`src/rtl/dac_tx_unpack.sv`:
```
// dac_tx_unpack: buffers 48-bit two-channel sample words and plays them out as 12-bit
// samples on channels A and B, one sample pair per DAC strobe.
//
// Ports:
//   clk_i            system clock, rising edge
//   rst_i            synchronous active-low reset
//   wr_valid_i       input word valid
//   wr_data_i        input word {b1, b0, a1, a0}, 12 bits each
//   wr_ready_o       FIFO can accept a word
//   dac_strobe_i     one-cycle sample-rate tick
//   dac_data_a_o     channel A sample
//   dac_data_b_o     channel B sample
//   dac_valid_o      outputs carry real samples
//   level_o          FIFO occupancy in words
//   underflow_o      sticky underflow flag
//   clr_underflow_i  clears underflow_o (a new underflow in the same cycle wins)
module dac_tx_unpack #(
  parameter int unsigned DEPTH = 8,
  parameter int unsigned PRIME = 2
) (
  input  logic                     clk_i,
  input  logic                     rst_i,
  input  logic                     wr_valid_i,
  input  logic [47:0]              wr_data_i,
  output logic                     wr_ready_o,
  input  logic                     dac_strobe_i,
  output logic [11:0]              dac_data_a_o,
  output logic [11:0]              dac_data_b_o,
  output logic                     dac_valid_o,
  output logic [$clog2(DEPTH):0]   level_o,
  output logic                     underflow_o,
  input  logic                     clr_underflow_i
);

  localparam int unsigned Aw = $clog2(DEPTH);
  localparam int unsigned Cw = Aw + 1;
  localparam logic [Cw-1:0] DepthLvl = Cw'(DEPTH);
  localparam logic [Cw-1:0] PrimeLvl = Cw'(PRIME);

  typedef enum logic [1:0] {StPrime, StLoSent, StHiSent} state_e;

  // Word storage; contents need no reset because the pointers define validity.
  logic [47:0]   mem_q [DEPTH];
  logic [Aw-1:0] wr_ptr_q, rd_ptr_q;
  logic [Cw-1:0] count_q;

  state_e        state_q, state_d;
  logic [23:0]   hold_q, hold_d;       // {b1, a1} of the word currently being played
  logic [11:0]   data_a_q, data_a_d;
  logic [11:0]   data_b_q, data_b_d;
  logic          valid_q, valid_d;
  logic          underflow_q, underflow_d;

  logic          push, pop, uf_set;
  logic [47:0]   rd_word;

  assign wr_ready_o = (count_q < DepthLvl);
  assign push       = wr_valid_i && wr_ready_o;
  assign rd_word    = mem_q[rd_ptr_q];

  always_comb begin
    state_d  = state_q;
    hold_d   = hold_q;
    data_a_d = data_a_q;
    data_b_d = data_b_q;
    valid_d  = valid_q;
    pop      = 1'b0;
    uf_set   = 1'b0;
    if (dac_strobe_i) begin
      unique case (state_q)
        StPrime: begin
          if (count_q >= PrimeLvl) begin
            pop      = 1'b1;
            data_a_d = rd_word[11:0];
            data_b_d = rd_word[35:24];
            hold_d   = {rd_word[47:36], rd_word[23:12]};
            valid_d  = 1'b1;
            state_d  = StLoSent;
          end
        end
        StLoSent: begin
          data_a_d = hold_q[11:0];
          data_b_d = hold_q[23:12];
          state_d  = StHiSent;
        end
        StHiSent: begin
          // Decision uses the registered level: a same-cycle push cannot rescue it.
          if (count_q != '0) begin
            pop      = 1'b1;
            data_a_d = rd_word[11:0];
            data_b_d = rd_word[35:24];
            hold_d   = {rd_word[47:36], rd_word[23:12]};
            state_d  = StLoSent;
          end else begin
            data_a_d = '0;
            data_b_d = '0;
            valid_d  = 1'b0;
            uf_set   = 1'b1;
            state_d  = StPrime;
          end
        end
        default: state_d = StPrime;
      endcase
    end
    if (uf_set) begin
      underflow_d = 1'b1;
    end else if (clr_underflow_i) begin
      underflow_d = 1'b0;
    end else begin
      underflow_d = underflow_q;
    end
  end

  always_ff @(posedge clk_i) begin
    if (push) begin
      mem_q[wr_ptr_q] <= wr_data_i;
    end
  end

  always_ff @(posedge clk_i) begin
    if (!rst_i) begin
      wr_ptr_q    <= '0;
      rd_ptr_q    <= '0;
      count_q     <= '0;
      state_q     <= StPrime;
      hold_q      <= '0;
      data_a_q    <= '0;
      data_b_q    <= '0;
      valid_q     <= 1'b0;
      underflow_q <= 1'b0;
    end else begin
      if (push) begin
        wr_ptr_q <= wr_ptr_q + Aw'(1);
      end
      if (pop) begin
        rd_ptr_q <= rd_ptr_q + Aw'(1);
      end
      if (push && !pop) begin
        count_q <= count_q + Cw'(1);
      end else if (pop && !push) begin
        count_q <= count_q - Cw'(1);
      end
      state_q     <= state_d;
      hold_q      <= hold_d;
      data_a_q    <= data_a_d;
      data_b_q    <= data_b_d;
      valid_q     <= valid_d;
      underflow_q <= underflow_d;
    end
  end

  assign dac_data_a_o = data_a_q;
  assign dac_data_b_o = data_b_q;
  assign dac_valid_o  = valid_q;
  assign level_o      = count_q;
  assign underflow_o  = underflow_q;

endmodule

```
`config.mk`:
```
export PLATFORM = sky130hd
export DESIGN_NAME = dac_tx_unpack
export DESIGN_NICKNAME = d
export VERILOG_FILES = /design/src/rtl/dac_tx_unpack.sv
export SDC_FILE = /design/constraint.sdc
export NUM_CORES = 1
export LEC_CHECK = 0
export CAP_MARGIN = 20
export CELL_PAD_IN_SITES_DETAIL_PLACEMENT = 0
export CELL_PAD_IN_SITES_GLOBAL_PLACEMENT = 1
export CORE_MARGIN = 2
export CORE_UTILIZATION = 30
export DETAILED_ROUTE_END_ITERATION = 8
export MAX_ROUTING_LAYER = met4
export PLACE_DENSITY = 0.5
export SYNTH_ARGS = -nofsm -noshare
export SYNTH_HDL_FRONTEND = slang
export SYNTH_SLANG_ARGS = --single-unit
```
`constraint.sdc`:
```
create_clock -name clk_i -period 17.1 [get_ports clk_i]
set_clock_uncertainty 0.15 [all_clocks]
set_input_delay 3.42 -clock clk_i [delete_from_list [all_inputs] [get_ports clk_i]]
set_output_delay 3.42 -clock clk_i [all_outputs]
set_load 0.01 [all_outputs]
```
==> Word-level counts from Yosys, hierarchy flattened <==
Memories as Yosys holds them, arrays and structs flattened. A register that Yosys moved wholly into a read port is not among the register bits.
Index checks and enable logic that the tools add are counted.
{ "totals": {"out_inout_bits": 31, "ram_bits": 384, "in_bits": 53, "mem_count": 1, "ff_bits": 62} }
{ "op_classes": {"n_addsub": 4, "muxes": 30, "n_lt_le_gt_ge": 2, "n_eq_ne": 5, "n_reduce_logical": 15} }
{ "mem_list": {"columns": ["name", "words", "width", "read_ports", "rd_ports_with_merged_regs", "wr", "line_no", "source"], "rows": [
  ["mem_q", 8, 48, 1, 1, 1, "43", "logic [47:0] mem_q [DEPTH];"]
]} }
{ "ops": {"columns": ["operator", "n"], "rows": [
  ["12-bit one-hot mux with 3 select lines", 2],
  ["12-bit 2-to-1 mux", 4],
  ["24-bit 2-to-1 mux", 2],
  ["24-bit one-hot mux with 2 select lines", 1],
  ["1-bit 2-to-1 mux", 13],
  ["4-bit 2-to-1 mux", 2],
  ["4-bit AND reduction", 2],
  ["3-bit by 1-bit adder with 3-bit output (second input constant)", 2],
  ["3-bit 2-to-1 mux", 2],
  ["2-bit != test (second input constant)", 3],
  ["2-bit one-hot mux with 3 select lines", 1],
  ["2-bit nonzero test", 3],
  ["4-bit by 1-bit adder with 4-bit output (second input constant)", 1],
  ["4-bit by 2-bit greater-or-equal comparator with 1-bit output (second input constant)", 1],
  ["4-bit less-than comparator (second input constant)", 1],
  ["1-bit one-hot mux with 2 select lines", 2],
  ["4-bit nonzero test", 1],
  ["4-bit by 1-bit subtractor with 4-bit output (second input constant)", 1],
  ["1-bit logical AND", 3],
  ["3-bit AND reduction", 1],
  ["3-bit nonzero test", 1],
  ["2-bit by 1-bit equality test with 1-bit output (second input constant)", 1],
  ["2-bit equality test (second input constant)", 1],
  ["1-bit logical NOT", 2],
  ["3 further kinds", 3]
]} }

==> Logic depth before layout (Yosys ltp) <==
Gate-level depths: netlist of the first run.
{ "logic_depth": {"depth_word": 7, "ltp_mapped": 11, "depth_no_buf": 11} }

==> Worst setup path after synthesis of the first run <==
No wires, ideal clock.
{ "synth_timing": {"kind": "input -> register", "startpoint": "input port wr_valid_i", "endpoint": "memory mem_q[0][0], enable pin", "path_stages": 4, "path_slack_ns": 9.257, "setup_ns": 0.513, "arrival_ns": 7.180, "path_buffers": 1, "cell_sequence": "nor2b_1 -> clkbuf_1 -> nand2b_1 -> nor3_1"} }
{ "synth_between": {"elab_chain_cells": 3} }
{ "synth_lines": {"columns": ["item", "line_no", "source"], "rows": [
  ["start: declaration", "23", "input logic wr_valid_i,"],
  ["1-bit logical AND", "58", "assign push = wr_valid_i && wr_ready_o;"],
  ["named net push", "54", "logic push, pop, uf_set;"],
  ["1-bit 2-to-1 mux", "115", "if (push) begin"],
  ["1-bit 2-to-1 mux (not written as such)", "116", "mem_q[wr_ptr_q] <= wr_data_i;"],
  ["end: declaration", "43", null]
]} }
The timed path passes the listed nets, and every way through them passes these cells.

==> Worst setup path after layout of the first run <==
{ "layout_timing": {"startpoint": "input port wr_valid_i", "endpoint": "memory mem_q[1][32], enable pin"} }
{ "layout_between": {"elab_chain_cells": 3} }
{ "layout_lines": {"columns": ["item", "line_no"], "rows": [
  ["1-bit logical AND", "58"],
  ["1-bit 2-to-1 mux", "115"],
  ["1-bit 2-to-1 mux (not written as such)", "116"]
]} }
No other way between the ends.

==> results of run 1 <==
per-stage QoR:
step / setup WS (ns) / instance area [um^2] / utilization [%] / std cells / hold WS [ns]
global placement: 10.63 / 18800 / 33.3 / 1658 / 0.310
finish: 11.30 / 20500 / 36.3 / 1751 / 0.319
floorplan: 9.26 / 17100 / - / 855 / 0.298
global route: 11.08 / 20500 / 36.3 / 1751 / 0.355
detailed placement: 10.63 / 18800 / 33.3 / 1658 / 0.313
CTS: 11.23 / 20400 / 36.3 / 1750 / 0.323
final timing paths:
kind	from	to	slack, ns	cells after the start
max	wr_valid_i	mem_q[1][32]$_DFFE_PP_	11.30	5
min	dac_valid_o$_SDFFE_PN0P_	dac_valid_o$_SDFFE_PN0P_	0.32	2
max reg2reg	level_o[3]$_SDFFE_PN0P_	mem_q[1][32]$_DFFE_PP_	14.18	4
min reg2reg	dac_valid_o$_SDFFE_PN0P_	dac_valid_o$_SDFFE_PN0P_	0.32	2
where the power goes:
| part | internal, uW | switching, uW |
|---|---|---|
| registers | 1310 | 80.4 |
| clock network | 648 | 436 |
| logic | 283 | 292 |
metal layers:
| metal | vias up | routed length, um | track usage (%) | part of all wire [%] |
|---|---|---|---|---|
| met5 | - | 0 | - | 0 |
| met3 | 73 | 1310 | 2.16 | 3.5 |
| li1 | 3691 | - | - | - |
| met2 | 155 | 18800 | 22.3 | 50 |
| met1 | 4316 | 16900 | 17.2 | 45 |
| met4 | 0 | 904 | 4.15 | 2.4 |
final cells by class:
class / count / area [um^2]
fill: 5316 / 35900
sequential: 449 / 12800
multi-input combinational: 346 / 3990
clock buffer: 69 / 1430
timing repair buffer: 100 / 966
tap: 756 / 946
clock inverter: 23 / 250
inverter: 8 / 30.0
state kept, by name, summed over array words and instances, names as in the netlist, named ones only:
name          count
level_o           4
wr_ptr_q          3
mem_q           384
dac_valid_o       1
dac_data_b_o     12
hold_q           24
rd_ptr_q          3
state_q           2
underflow_o       1
dac_data_a_o     12
worst max-delay path, delay by kind of cell:
| family | cells | cell delay [ns] |
|---|---|---|
| simple gates | 3 | 1.30 |
| buf+inv | 2 | 1.07 |
synth_stat cells (5+ instances only):
cell type	n
buf_6	9
ha_1	10
mux4_2	96
nand2b_1	5
edfxtp_1	384
mux2i_1	52
and2_1	6
nor2b_1	5
o21ai_0	26
a21oi_1	27
o221ai_1	24
inv_1	8
nand3_1	27
nor2_1	7
nand2_1	33
dfxtp_1	65
clkbuf_1	22
buf_2	17
kinds of logic after synthesis:
group                      after synthesis
DFF                                    449
AOI/OAI and AO/OA                       92
adders and majority gates               11
muxes                                  148
buffers and inverters                   60
xor gates and xnor gates                 5
and+or+nand+nor                         90
==> impl_metrics.toml, run 1 <==
[timing]
slew_headroom_pct = 32.2
tightest_slew_ns = 1.02
layout_min_cycle_time_ns = 5.80
maxSlewViolCount = 0
setup_viol = 0
rsz0062_at_grt = "false"
max_freq_ghz = 0.173
post-route-period-util_pct = 33.9
setup-tns-final_ns = 0
hold_viol_final = 0

[yosys]
yosys.area_share.simple_pct = 2.50
synth_xor_area_share_pct = 0.256
synthMuxAreaShare_pct = 15.7
synthDistinctLibCells = 39
synth_edf_count = 384
syn_inst = 855
yosys_warnings = 0
synthesis.nets = 919
synth_area_leaders = "edfxtp_1 (68%), mux4_2 (13%), dfxtp_1 (7.6%)"
synth_top_family_by_area = "multiplexers"
synth_compound_area_share_pct = 3.63
synth.top_cell.area_share_pct = 67.5
async_flop_share_pct = 0
yosys_most_used_dff = "edfxtp_1"
synth_fa_ha_area_share_pct = 0.850
synth_top_cell_by_area = "edfxtp_1"
synth_area_um2 = 17100
ys_seq_elements = 449
synth_area_per_cell_um2 = 20.0
yosysSeqAreaShare_pct = 75.1

[clock_network]
cts_setup_buffers = 0
clk_latency_ns = 0.59
htreeDepth = 2
cts.sinks = 449
cts_buffers = 49
ctsHoldBuffers = 0
clockRootBuffer = "clkbuf_16"
clkTransAtPathRegs_ns = 0.06
cts_buffer_depth = 3
cts_tree = "yes"
cts_resized = 0

[worst_setup_path]
worst-setup-path-type = "input pin to register"
crit_chain = "clkdlybuf4s50_1, nor2b_1, nand2b_1, nor2_4, buf_4"
cp-start-kind = "input pin"
slowest_stage = "buf_4"
required_ns = 17.15
crit_fanout = 35
cpPeakStageDelay_ns = 0.62
worstPathArrival_ns = 5.84
cp-end-kind = "register"

[layout]
nets = 1018
final_common_cell = "edfxtp_1"
final_cell_mix = "edfxtp_1 (384), mux4_2 (96), clkdlybuf4s50_1 (82)"
diodes = 0
layout-drive-gt1-share_pct = 21.4
areaGrowthSynthToFinish_pct = 19.8

[grt]
grt_max_degree = 68
grt_pass1_vias = 8907
grt_pass1_wl_um = 57700
gr-total-overflow = 0
grt_usage_pct = 13.5
antenna_found_initial = 0

[floorplan]
die-area_um2 = 58900
placementRows = 87
core_um2 = 56400
initial_core_util_pct = 30.3
die_x_um = 243
pin_count = 84
die_height_um = 243

[job]
maxCapViolations = 0

[power_and_ir_drop]
total_power_uw = 3050
ir_drop_mv = 0.0705
p_leak_uw = 0.00625
powerDensity_nw_per_um2 = 149

[drt]
wirelength_um = 37900
drc = 0
post_drt_wl_per_cell_um = 21.7
drt-vias-per-instance = 4.70
drt_iter0_markers = 478
vias = 8235
drtPass1Iterations = 5
drt.antenna.violating_nets = 0

[hold_path]
hold_class = "register to register"

[placement]
routabilityCongestion = 0.700
port-buffer-count = 83
dpl.hpwl_um = 20900

[run_status]
status = "finished, final reports clean"
Note: power is estimated with default switching activity, not from simulation.
==> inputs of run 2 (changes only) <==
Clock period 17.1 ns to 5.93 ns, I/O delays scaled along.
==> impl_metrics.toml, run 2 (synthesis gave the netlist of run 1 again) <==
[grt]
gr-total-overflow = 0
grt_pass1_wl_um = 58700
grt_max_degree = 68
grt_usage_pct = 13.8
grt_pass1_vias = 8818
antenna_found_initial = 0

[drt]
drtPass1Iterations = 4
drt_iter0_markers = 535
drt.antenna.violating_nets = 0
post_drt_wl_per_cell_um = 22.3
drt-vias-per-instance = 4.71
wirelength_um = 39100
drc = 0
vias = 8245

[hold_path]
whs_path_depth = 2
whs_endpoint = "dac_valid_o$_SDFFE_PN0P_"
hp-start = "dac_valid_o$_SDFFE_PN0P_"
hold_class = "register to register"

[worst_setup_path]
crit_chain = "clkdlybuf4s50_1, nor2b_1, nand2_1, nor2_4, buf_4"
regToRegEndpoint = "mem_q[5][30]$_DFFE_PP_"
crit_fanout = 21
slowest_stage = "nor2_4"
cp-start-kind = "input pin"
required_ns = 6.03
cpPeakStageDelay_ns = 0.81
reg2reg_slack_ns = 3.03
worstPathArrival_ns = 3.65
r2r_cells = 4
cp-end-kind = "register"
crit_family = "simple AND/OR/NAND/NOR gates"
worst-setup-path-type = "input pin to register"
crit_buf_inv = 2
reg2reg_from = "level_o[3]$_SDFFE_PN0P_"

[clock_network]
cts_resized = 0
clockRootBuffer = "clkbuf_16"
cts_tree = "yes"
clk_latency_ns = 0.57
htreeDepth = 2
cts.sinks = 449
cts_buffers = 49
clkTransAtPathRegs_ns = 0.06
cts_buffer_depth = 3
cts_setup_buffers = 0
ctsHoldBuffers = 0

[layout]
nets = 1022
final_cell_mix = "edfxtp_1 (384), mux4_2 (96), clkdlybuf4s50_1 (82)"
areaGrowthSynthToFinish_pct = 20.2
largest-register = "mem_q"
reg_top3 = "mem_q: 384 flops, hold_q: 24 flops"
fillers = 5246
post-route-util_pct = 36.4
layout-drive-gt1-share_pct = 21.2
final_common_cell = "edfxtp_1"
diodes = 0
largest_register_ffs = 384

[timing]
post-route-period-util_pct = 59.9
tightest_slew_ns = 0.996
setup-tns-final_ns = 0
slew_headroom_pct = 33.4
hold_viol_final = 0
max_freq_ghz = 0.282
fin_hold_ws_ns = 0.318
layout_min_cycle_time_ns = 3.55
rsz0062_at_grt = "false"
setup_viol = 0
maxSlewViolCount = 0

[floorplan]
die_height_um = 243
initial_core_util_pct = 30.3
die_x_um = 243
core_um2 = 56400
die-area_um2 = 58900
placementRows = 87
pin_count = 84

[placement]
port-buffer-count = 83
routabilityCongestion = 0.696
dpl.hpwl_um = 22100

[job]
maxCapViolations = 0

[power_and_ir_drop]
powerDensity_nw_per_um2 = 431
p_leak_uw = 0.00629
ir_drop_mv = 0.225

[run_status]
status = "finished, final reports clean"
## run 2: worst reg2reg max path: stages (launching register included)
cell     delay [ns]
dfxtp_1        0.40
nor2b_1        0.47
nand2_1        0.34
nor2_4         0.81
buf_4          0.41
## run 2: per-layer routing
| layer | up-vias | wire length (um) | global-route usage, % |
|---|---|---|---|
| li1 | 3695 | - | - |
| met5 | - | 0 | - |
| met2 | 143 | 19300 | 22.3 |
| met3 | 51 | 1390 | 2.16 |
| met1 | 4356 | 17700 | 18.1 |
| met4 | 0 | 794 | 4.13 |
## run 2: how the worst max path moves through the flow
stage | depth (start not counted) | slack [ns] | end | start
6_report | 5 | 2.38 | mem_q[5][30]$_DFFE_PP_ | wr_valid_i
5_1_grt | 5 | 2.16 | mem_q[3][21]$_DFFE_PP_ | wr_valid_i
4_1_cts | 5 | 2.34 | mem_q[3][21]$_DFFE_PP_ | wr_valid_i
3_5_place_dp | 5 | 1.73 | mem_q[3][17]$_DFFE_PP_ | wr_valid_i
3_3_place_gp | 5 | 1.70 | mem_q[3][17]$_DFFE_PP_ | wr_valid_i
2_1_floorplan | 4 | 0.32 | mem_q[0][0]$_DFFE_PP_ | wr_valid_i
## run 2: power by group
part,switching (uW),internal [uW]
Sequential,267,3770
Combinational,835,824
Clock,1220,1940
## run 2: per-stage QoR
stage          cells  power, uW  worst slack [ns]  cell area [um^2]
2_1_floorplan    855       5180             0.321             17100
3_5_place_dp    1663       5820              1.73             18900
5_1_grt         1752       9260              2.16             20500
6_report        1752       8850              2.38             20500
3_3_place_gp    1662       5820              1.70             18800
4_1_cts         1752       9020              2.34             20500
## run 2: area by class of cell
| type | instances | area, um^2 | area share, % |
|---|---|---|---|
| Clock inverter | 18 | 233 | 1.13 |
| Multi-Input combinational cell | 346 | 3990 | 19.4 |
| Tap cell | 756 | 946 | 4.61 |
| Sequential cell | 449 | 12800 | 62.5 |
| Inverter | 8 | 30.0 | 0.146 |
| Timing Repair Buffer | 104 | 1040 | 5.07 |
| Clock buffer | 71 | 1450 | 7.06 |
